File: src/rtl/m2v_side_pkg.sv
// Shared definitions for the macroblock side-info queue: width defaults,
// block counts per chroma format, picture-field payload and record layout.
package m2v_side_pkg;

  localparam int unsigned MVH_WIDTH_DEF  = 16;
  localparam int unsigned MVV_WIDTH_DEF  = 15;
  localparam int unsigned MBX_WIDTH_DEF  = 6;
  localparam int unsigned MBY_WIDTH_DEF  = 5;
  localparam int unsigned DEPTH_LOG2_DEF = 2;

  localparam int unsigned NBLK_420       = 6;
  localparam int unsigned NBLK_422       = 8;
  localparam int unsigned QSCODE_WIDTH   = 5;
  localparam int unsigned PATTERN_WIDTH  = 8;

  // Picture-level fields as carried on s0_data[4:0] with pict_valid
  typedef struct packed {
    logic       chroma422;
    logic       iframe;
    logic       qstype;
    logic [1:0] dcprec;
  } pict_t;

  // Record field order, MSB first
  typedef enum logic [2:0] {
    FLD_MV_H, FLD_MV_V, FLD_MB_X, FLD_MB_Y,
    FLD_QSCODE, FLD_INTRA, FLD_PATTERN, FLD_CHROMA422
  } rec_field_e;

  function automatic int unsigned rec_width(input int unsigned mvh, input int unsigned mvv,
                                            input int unsigned mbx, input int unsigned mby);
    return mvh + mvv + mbx + mby + QSCODE_WIDTH + 1 + PATTERN_WIDTH + 1;
  endfunction

endpackage

File: src/rtl/m2vside_qmem.sv
// Register-array FIFO of macroblock records with level, full and empty tracking.
module m2vside_qmem #(
  parameter int unsigned WIDTH      = 8,
  parameter int unsigned DEPTH_LOG2 = 2
) (
  input  logic                  clk,
  input  logic                  reset_n,
  input  logic                  flush,
  input  logic                  push,
  input  logic                  pop,
  input  logic [WIDTH-1:0]      wdata,
  output logic [WIDTH-1:0]      head_c,
  output logic [DEPTH_LOG2:0]   level,
  output logic                  full,
  output logic                  empty
);

  localparam int unsigned DEPTH = 1 << DEPTH_LOG2;
  localparam int unsigned LVL_W = DEPTH_LOG2 + 1;

  logic [WIDTH-1:0]      mem [DEPTH];
  logic [DEPTH_LOG2-1:0] wptr;
  logic [DEPTH_LOG2-1:0] rptr;
  logic [LVL_W-1:0]      level_nxt;
  logic                  do_push;
  logic                  do_pop;

  assign do_push = push & ~full & ~flush;
  assign do_pop  = pop & ~empty & ~flush;
  assign head_c  = mem[rptr];

  always_comb begin
    level_nxt = level;
    if (flush) begin
      level_nxt = '0;
    end else if (do_push && !do_pop) begin
      level_nxt = level + LVL_W'(1);
    end else if (do_pop && !do_push) begin
      level_nxt = level - LVL_W'(1);
    end
  end

  // Full/empty are registered from the next level so s0_ready comes straight off a flop
  always_ff @(posedge clk or negedge reset_n) begin
    if (!reset_n) begin
      wptr  <= '0;
      rptr  <= '0;
      level <= '0;
      full  <= 1'b0;
      empty <= 1'b1;
    end else begin
      level <= level_nxt;
      full  <= (level_nxt == LVL_W'(DEPTH));
      empty <= (level_nxt == '0);
      if (flush) begin
        wptr <= '0;
        rptr <= '0;
      end else begin
        if (do_push) wptr <= wptr + DEPTH_LOG2'(1);
        if (do_pop)  rptr <= rptr + DEPTH_LOG2'(1);
      end
    end
  end

  always_ff @(posedge clk or negedge reset_n) begin
    if (!reset_n) begin
      for (int unsigned i = 0; i < DEPTH; i++) mem[i] <= '0;
    end else if (do_push) begin
      mem[wptr] <= wdata;
    end
  end

endmodule

File: src/rtl/m2vside_queue.sv
// Macroblock side-info queue feeding per-block stage-1 outputs (4:2:0 and 4:2:2).
// Optional sticky overflow/underflow status enabled by M2VSIDEQ_STATUS_EN.
module m2vside_queue
  import m2v_side_pkg::*;
#(
  parameter int unsigned MVH_WIDTH  = MVH_WIDTH_DEF,
  parameter int unsigned MVV_WIDTH  = MVV_WIDTH_DEF,
  parameter int unsigned MBX_WIDTH  = MBX_WIDTH_DEF,
  parameter int unsigned MBY_WIDTH  = MBY_WIDTH_DEF,
  parameter int unsigned DEPTH_LOG2 = DEPTH_LOG2_DEF
) (
  input  logic                    clk,
  input  logic                    reset_n,
  input  logic [MVH_WIDTH-1:0]    s0_data,
  input  logic                    pict_valid,
  input  logic                    mvec_h_valid,
  input  logic                    mvec_v_valid,
  input  logic                    s0_valid,
  input  logic [MBX_WIDTH-1:0]    s0_mb_x,
  input  logic [MBY_WIDTH-1:0]    s0_mb_y,
  input  logic [4:0]              s0_mb_qscode,
  output logic                    s0_ready,
  output logic [DEPTH_LOG2:0]     s0_level,
  input  logic                    flush,
  input  logic                    pre_block_start,
  output logic [1:0]              sa_dcprec,
  output logic                    sa_qstype,
  output logic                    sa_iframe,
  output logic                    sa_chroma422,
  output logic [MVH_WIDTH-1:0]    s1_mv_h,
  output logic [MVV_WIDTH-1:0]    s1_mv_v,
  output logic [MBX_WIDTH-1:0]    s1_mb_x,
  output logic [MBY_WIDTH-1:0]    s1_mb_y,
  output logic [4:0]              s1_mb_qscode,
  output logic                    s1_mb_intra,
  output logic [2:0]              s1_block,
  output logic                    s1_coded,
  output logic                    s1_enable,
  output logic                    s1_overflow,
  output logic                    s1_underflow
);

  localparam int unsigned REC_W = rec_width(MVH_WIDTH, MVV_WIDTH, MBX_WIDTH, MBY_WIDTH);

  pict_t                  pict_q;
  logic [MVH_WIDTH-1:0]   mv_h_q;
  logic [MVV_WIDTH-1:0]   mv_v_q;
  logic [2:0]             blk_cnt;

  logic [REC_W-1:0]       wr_rec;
  logic [REC_W-1:0]       head_rec;
  logic                   full;
  logic                   empty;
  logic                   push;
  logic                   pop;
  logic                   last_blk;
  logic                   advance;

  logic [MVH_WIDTH-1:0]   h_mv_h;
  logic [MVV_WIDTH-1:0]   h_mv_v;
  logic [MBX_WIDTH-1:0]   h_mb_x;
  logic [MBY_WIDTH-1:0]   h_mb_y;
  logic [4:0]             h_qscode;
  logic                   h_intra;
  logic [7:0]             h_pattern;
  logic                   h_chroma422;

  // Record takes the staged mv values and the chroma format in force at push time
  assign wr_rec = {mv_h_q, mv_v_q, s0_mb_x, s0_mb_y, s0_mb_qscode,
                   s0_data[8], s0_data[7:0], pict_q.chroma422};
  assign {h_mv_h, h_mv_v, h_mb_x, h_mb_y, h_qscode, h_intra, h_pattern, h_chroma422} = head_rec;

  assign last_blk = (blk_cnt == (h_chroma422 ? 3'(NBLK_422 - 1) : 3'(NBLK_420 - 1)));
  assign advance  = pre_block_start & ~empty & ~flush;
  assign push     = s0_valid & ~flush;
  assign pop      = advance & last_blk;
  assign s0_ready = ~full;

  assign sa_dcprec    = pict_q.dcprec;
  assign sa_qstype    = pict_q.qstype;
  assign sa_iframe    = pict_q.iframe;
  assign sa_chroma422 = pict_q.chroma422;

  m2vside_qmem #(
    .WIDTH      (REC_W),
    .DEPTH_LOG2 (DEPTH_LOG2)
  ) u_qmem (
    .clk     (clk),
    .reset_n (reset_n),
    .flush   (flush),
    .push    (push),
    .pop     (pop),
    .wdata   (wr_rec),
    .head_c  (head_rec),
    .level   (s0_level),
    .full    (full),
    .empty   (empty)
  );

  // Picture fields and mv staging survive flush
  always_ff @(posedge clk or negedge reset_n) begin
    if (!reset_n) begin
      pict_q <= '0;
      mv_h_q <= '0;
      mv_v_q <= '0;
    end else begin
      if (pict_valid)   pict_q <= pict_t'(s0_data[4:0]);
      if (mvec_h_valid) mv_h_q <= s0_data;
      if (mvec_v_valid) mv_v_q <= s0_data[MVV_WIDTH-1:0];
    end
  end

  always_ff @(posedge clk or negedge reset_n) begin
    if (!reset_n) begin
      blk_cnt      <= '0;
      s1_mv_h      <= '0;
      s1_mv_v      <= '0;
      s1_mb_x      <= '0;
      s1_mb_y      <= '0;
      s1_mb_qscode <= '0;
      s1_mb_intra  <= 1'b0;
      s1_block     <= '0;
      s1_coded     <= 1'b0;
      s1_enable    <= 1'b0;
    end else if (flush) begin
      blk_cnt   <= '0;
      s1_enable <= 1'b0;
    end else if (pre_block_start) begin
      if (!empty) begin
        s1_mv_h      <= h_mv_h;
        s1_mv_v      <= h_mv_v;
        s1_mb_x      <= h_mb_x;
        s1_mb_y      <= h_mb_y;
        s1_mb_qscode <= h_qscode;
        s1_mb_intra  <= h_intra;
        s1_block     <= blk_cnt;
        s1_coded     <= h_pattern[3'd7 - blk_cnt];
        s1_enable    <= 1'b1;
        blk_cnt      <= last_blk ? 3'd0 : blk_cnt + 3'd1;
      end else begin
        s1_enable <= 1'b0;
      end
    end
  end

`ifdef M2VSIDEQ_STATUS_EN
  // Sticky status, cleared only by flush or reset
  always_ff @(posedge clk or negedge reset_n) begin
    if (!reset_n) begin
      s1_overflow  <= 1'b0;
      s1_underflow <= 1'b0;
    end else if (flush) begin
      s1_overflow  <= 1'b0;
      s1_underflow <= 1'b0;
    end else begin
      if (s0_valid && full)         s1_overflow  <= 1'b1;
      if (pre_block_start && empty) s1_underflow <= 1'b1;
    end
  end
`else
  assign s1_overflow  = 1'b0;
  assign s1_underflow = 1'b0;
`endif

endmodule

File: config.mk
export PLATFORM = sky130hd
export DESIGN_NAME = m2vside_queue
export DESIGN_NICKNAME = d
export VERILOG_FILES = /design/src/rtl/m2v_side_pkg.sv /design/src/rtl/m2vside_qmem.sv /design/src/rtl/m2vside_queue.sv
export SDC_FILE = /design/constraint.sdc
export NUM_CORES = 1
export LEC_CHECK = 0
export CAP_MARGIN = 10
export CORE_ASPECT_RATIO = 0.6
export CORE_UTILIZATION = 60
export CTS_BUF_LIST = sky130_fd_sc_hd__clkbuf_4 sky130_fd_sc_hd__clkbuf_8
export DETAILED_ROUTE_END_ITERATION = 8
export PLACE_DENSITY = 0.81
export RECOVER_POWER = 100
export SETUP_SLACK_MARGIN = 0.5
export SYNTH_ARGS = -nofsm -noshare
export SYNTH_HDL_FRONTEND = slang
export SYNTH_SLANG_ARGS = --single-unit
File: constraint.sdc
create_clock -name clk -period 6.22 [get_ports clk]
set_input_delay 1.244 -clock clk [delete_from_list [all_inputs] [get_ports clk]]
set_output_delay 1.244 -clock clk [all_outputs]
set_load 0.05 [all_outputs]
==> tab_implementation.tex <==
\begin{tabular}{lr}
\hline
Metric & Value \\
\hline
\multicolumn{2}{l}{\textbf{Floorplan}} \\
\quad Vert. Die Dim & around 120 um \\
\quad Initial Utilization & 0.621 \\
\quad Number of primary I/O pins & 104 \\
\quad Core ar. & 22300 um2 \\
\quad Number of rows created at floorplan & 42 \\
\quad Die footprint & between 20000 and 25000 um2 \\
\quad Horizontal extent of the die & 198 um \\
\multicolumn{2}{l}{\textbf{Synthesis}} \\
\quad Synth Instances & between 800 and 900 \\
\quad Number of synthesized register bits & 329 \\
\quad Synth cell types & 39 \\
\quad Fraction of synthesis flops using an asynchronous set or reset pin & 1.00 \\
\quad Number of enable flip-flop cells after synthesis & 0 \\
\quad Top cell type's share of synthesized area & 0.592 \\
\quad Sequential fraction of the synthesis area & 0.594 \\
\quad Commonest register cell after synthesis & sky130\_fd\_sc\_hd\_\_dfrtp\_1 \\
\quad Avg Inst Size Synth & 16.7 um2 \\
\quad Synth area leaders & sky130\_fd\_sc\_hd\_\_dfrtp\_1 (59\%), sky130\_fd\_sc\_hd\_\_mux2\_2 (24\%), sky130\_fd\_sc\_hd\_\_mux4\_2 (9.6\%), sky130\_fd\_sc\_hd\_\_mux2\_1 (1.8\%), sky130\_fd\_sc\_hd\_\_buf\_2 (0.87\%) \\
\quad Netlist area before placement & 13900 um2 \\
\quad YS warnings & 0 \\
\quad Cell type contributing the most total cell area after synthesis & sky130\_fd\_sc\_hd\_\_dfrtp\_1 \\
\multicolumn{2}{l}{\textbf{Worst setup path}} \\
\quad Worst endpoint data arrival time & around 5.1 ns \\
\quad CP endpoint kind & flip-flop \\
\quad Endpoint of the worst setup timing path & u\_qmem.mem[192] \\
\quad Setup crit start & flush \\
\quad Reg-to-reg critical path startpoint & u\_qmem.rptr[1] \\
\quad Largest stage delay on the critical path & 1.70 ns \\
\quad Kind of critical path & in2reg \\
\quad Worst path buffer plus inverter count & 2 \\
\quad Worst R2R Setup Slack & about 1.8 ns \\
\quad WP data required & about 6.7 ns \\
\quad Worst reg2reg endpoint & s1\_coded \\
\quad Series of cell instances along the critical path & dlygate4sd3\_1 > nor2\_1 > and2\_0 > buf\_4 > mux2\_2 \\
\quad CP max-delay cell & sky130\_fd\_sc\_hd\_\_and2\_0 \\
\quad R2r worst-path depth & 5 \\
\quad Crit-path max FO & 32 \\
\quad Worst path top cell family by delay & simple AND/OR/NAND/NOR gates \\
\quad WP depth & 5 \\
\quad Worst setup SP type & primary input \\
\multicolumn{2}{l}{\textbf{Finish}} \\
\quad Layout Cell Area excl Fill & 16000 um2 \\
\quad Footprint of the multi-input gates & between 5000 and 6000 um2 \\
\quad Count of placed standard cells in the final layout, fillers left out & 1278 \\
\quad Filler cells & around 1400 \\
\quad Ant. Diodes & 0 \\
\quad Layout cells sized above 1 & 0.462 \\
\quad End-of-flow core utilization & 0.718 \\
\quad NumNets Final & 983 \\
\quad Synthesis-to-finish area growth & 15.7\% \\
\quad Register area & 8240 um2 \\
\multicolumn{2}{l}{\textbf{GRT}} \\
\quad Met2 demand-to-capacity share in global routing & 0.395 \\
\quad Global routing's busiest layer & met2 \\
\quad Met1 demand-to-capacity share in global routing & 0.376 \\
\quad Global routing usage on met3 & 0.0542 \\
\quad Wire length of the first global-routing pass & approximately 47000 um \\
\quad GRT Resource Usage Total & 0.258 \\
\quad Number of antenna violations at the first check in global routing & 0 \\
\quad Leftover overflow at the end of global routing & 0 \\
\quad Pin count of the biggest net entering global routing & 145 \\
\quad Via count of the first global-routing pass & about 8400 \\
\multicolumn{2}{l}{\textbf{Placed design}} \\
\quad Number of I/O port buffers & 101 \\
\quad Placer Congestion & slightly above 0.8 \\
\quad Placed cell areas & roughly 15000 um2 \\
\quad Placed instance count & 1195 \\
\quad Post-DP HPWL & 17600 um \\
\multicolumn{2}{l}{\textbf{Clocking}} \\
\quad Latest clock arrival within the worst-skew pair & $\sim$0.57 ns \\
\quad Clock sink count & 329 \\
\quad TritonCTS clock tree & yes \\
\quad Clock Tree Buf Depth & 3 \\
\quad Hold bufs inserted after CTS & 0 \\
\quad Total clock buffers created by CTS & 47 \\
\quad Root buffer cell & sky130\_fd\_sc\_hd\_\_clkbuf\_8 \\
\quad Total of cells resized after clock tree synthesis & 0 \\
\quad Buffers inserted by post-CTS timing repair & 0 \\
\quad Clock transition at the registers of the reported paths & 0.07 ns \\
\quad CTS H-tree lvls & 2 \\
\multicolumn{2}{l}{\textbf{Power and ir drop}} \\
\quad Power density over the cells & about 430 nW/um2 \\
\quad P\_leak & 6.88 nW \\
\quad Power, Total & 0.00682 W \\
\quad Worst ir drop on vdd & 0.000372 V \\
\multicolumn{2}{l}{\textbf{Route}} \\
\quad Vias per inst & approximately 5.9 \\
\quad Routed wire per std cell & 22.1 um \\
\quad Number of nets with antenna violations after routing & 0 \\
\quad Number of DRC violations after detailed routing & 0 \\
\quad Pre-Repair DR Iteration Count & 4 \\
\quad Final WL & 28300 um \\
\quad DRT iter0 DRCs & 381 \\
\quad Vias post-DR & 7558 \\
\multicolumn{2}{l}{\textbf{STA}} \\
\quad Portion of the clock cycle consumed by the worst path in the final layout & 0.746 \\
\quad Tightest Pin Transition & 2.68 ns \\
\quad Setup violators final & 0 \\
\quad Final Max Tran Viols & $\sim$250 \\
\quad Tmin final & 4.64 ns \\
\quad Setup TNS & 0 ns \\
\quad Endpoints failing hold & 0 \\
\quad RSZ-0062 raised after global routing & no \\
\quad Clock tree skew after final layout & $\sim$0.017 ns \\
\quad Max-Slew Margin vs Limit & -0.788 \\
\quad Max Fclk & 0.216 GHz \\
\multicolumn{2}{l}{\textbf{Min path}} \\
\quad Cell count of the worst hold path & 1 \\
\quad Hold crit path type & reg2reg \\
\multicolumn{2}{l}{\textbf{Status}} \\
\quad Result of the run & finished with violations \\
\quad Violated checks & max-capacitance violations, max-slew violations \\
\multicolumn{2}{l}{\textbf{Job}} \\
\quad Total of max-cap violations & 6 \\
\hline
\end{tabular}
## worst min-delay path by stage
stage                     from               to  slack (ns)
4_1_cts        u_qmem.mem[167]  u_qmem.mem[167]        0.49
5_1_grt        u_qmem.mem[121]  u_qmem.mem[121]        0.50
6_report       u_qmem.mem[190]  u_qmem.mem[190]        0.49
3_5_place_dp   u_qmem.mem[190]  u_qmem.mem[190]        0.47
2_1_floorplan  u_qmem.mem[113]  u_qmem.mem[113]        0.45
3_3_place_gp    u_qmem.mem[64]   u_qmem.mem[64]        0.46
## layer usage
| layer | up-vias | part of all wire |
|---|---|---|
| met5 | - | 0 |
| met3 | 53 | 0.056 |
| met2 | 203 | 0.46 |
| met4 | 0 | 0.020 |
| met1 | 4047 | 0.46 |
| li1 | 3255 | - |
## final cells by class
| type | instances | share of cell area |
|---|---|---|
| inverter | 6 | 0.00140 |
| tap | 308 | 0.0240 |
| clock inverter | 3 | 0.000936 |
| clock buffer | 80 | 0.0601 |
| multi-input combinational | 442 | 0.333 |
| timing repair buffer | 110 | 0.0665 |
| sequential | 329 | 0.514 |
## logic make-up after synthesis
kind of cell,after synthesis,share of synthesized area
mux,376,0.353
flops,329,0.594
buf+inv,58,0.0190
simple gates,34,0.0131
compound gates,14,0.00767
xor+xnor,9,0.00623
fa+ha+maj,7,0.00632
other cells,1,0.000271
## where the power goes
part / total [W] / switching (W) / internal, W
Combinational: 0.00191 / 0.00102 / 0.000888
Sequential: 0.00316 / 0.000365 / 0.00280
Clock: 0.00175 / 0.000779 / 0.000968
## cell usage after synthesis, types with 2 or more instances
library cell	n
sky130_fd_sc_hd__and2_1	4
sky130_fd_sc_hd__nor3_1	2
sky130_fd_sc_hd__buf_4	2
sky130_fd_sc_hd__nand2b_1	3
sky130_fd_sc_hd__mux2_2	293
sky130_fd_sc_hd__mux2_1	22
sky130_fd_sc_hd__xor2_1	4
sky130_fd_sc_hd__buf_1	4
sky130_fd_sc_hd__inv_1	6
sky130_fd_sc_hd__nor2_1	9
sky130_fd_sc_hd__mux4_2	59
sky130_fd_sc_hd__nand3_1	3
sky130_fd_sc_hd__dfrtp_1	328
sky130_fd_sc_hd__a21oi_1	5
sky130_fd_sc_hd__mux2i_1	2
sky130_fd_sc_hd__clkbuf_1	21
sky130_fd_sc_hd__nand2_1	7
sky130_fd_sc_hd__xnor2_1	4
sky130_fd_sc_hd__ha_1	7
sky130_fd_sc_hd__buf_2	24
## metrics by stage
step	hold WS (ns)	worst slack, ns
floorplan	0.452	3.68
global placement	0.462	2.11
detailed placement	0.474	2.04
CTS	0.488	2.63
global route	0.502	1.40
finish	0.485	1.58
## registers in the layout, summed over array words and instances, names as in the netlist, 3 cells and up
name and flops:
blk_cnt 3, mv_h_q 16, mv_v_q 15, s1_block 3, s1_mb_qscode 5, s1_mb_x 6
s1_mb_y 5, s1_mv_h 16, s1_mv_v 15, u_qmem.level 3, u_qmem.mem 228
## cell usage in the layout (no fill, tap or decap), types with 3 or more instances in the layout
cell type / Yosys / routed
sky130_fd_sc_hd__clkbuf_8: 0 / 58
sky130_fd_sc_hd__nor2_1: 9 / 9
sky130_fd_sc_hd__ha_1: 7 / 7
sky130_fd_sc_hd__xor2_1: 4 / 4
sky130_fd_sc_hd__inv_1: 6 / 6
sky130_fd_sc_hd__mux2_1: 22 / 22
sky130_fd_sc_hd__mux4_2: 59 / 59
sky130_fd_sc_hd__nor3_1: 2 / 3
sky130_fd_sc_hd__nand2b_1: 3 / 3
sky130_fd_sc_hd__nand2_1: 7 / 7
sky130_fd_sc_hd__mux2_2: 293 / 293
sky130_fd_sc_hd__clkbuf_4: 0 / 22
sky130_fd_sc_hd__xnor2_1: 4 / 5
sky130_fd_sc_hd__buf_4: 2 / 3
sky130_fd_sc_hd__dfrtp_1: 328 / 327
sky130_fd_sc_hd__dlygate4sd3_1: 0 / 67
sky130_fd_sc_hd__nand3_1: 3 / 3
sky130_fd_sc_hd__clkdlybuf4s50_1: 0 / 33
sky130_fd_sc_hd__a21oi_1: 5 / 5
sky130_fd_sc_hd__clkinv_2: 0 / 3
sky130_fd_sc_hd__clkbuf_1: 21 / 5
Power figures use the tool's default switching activity.
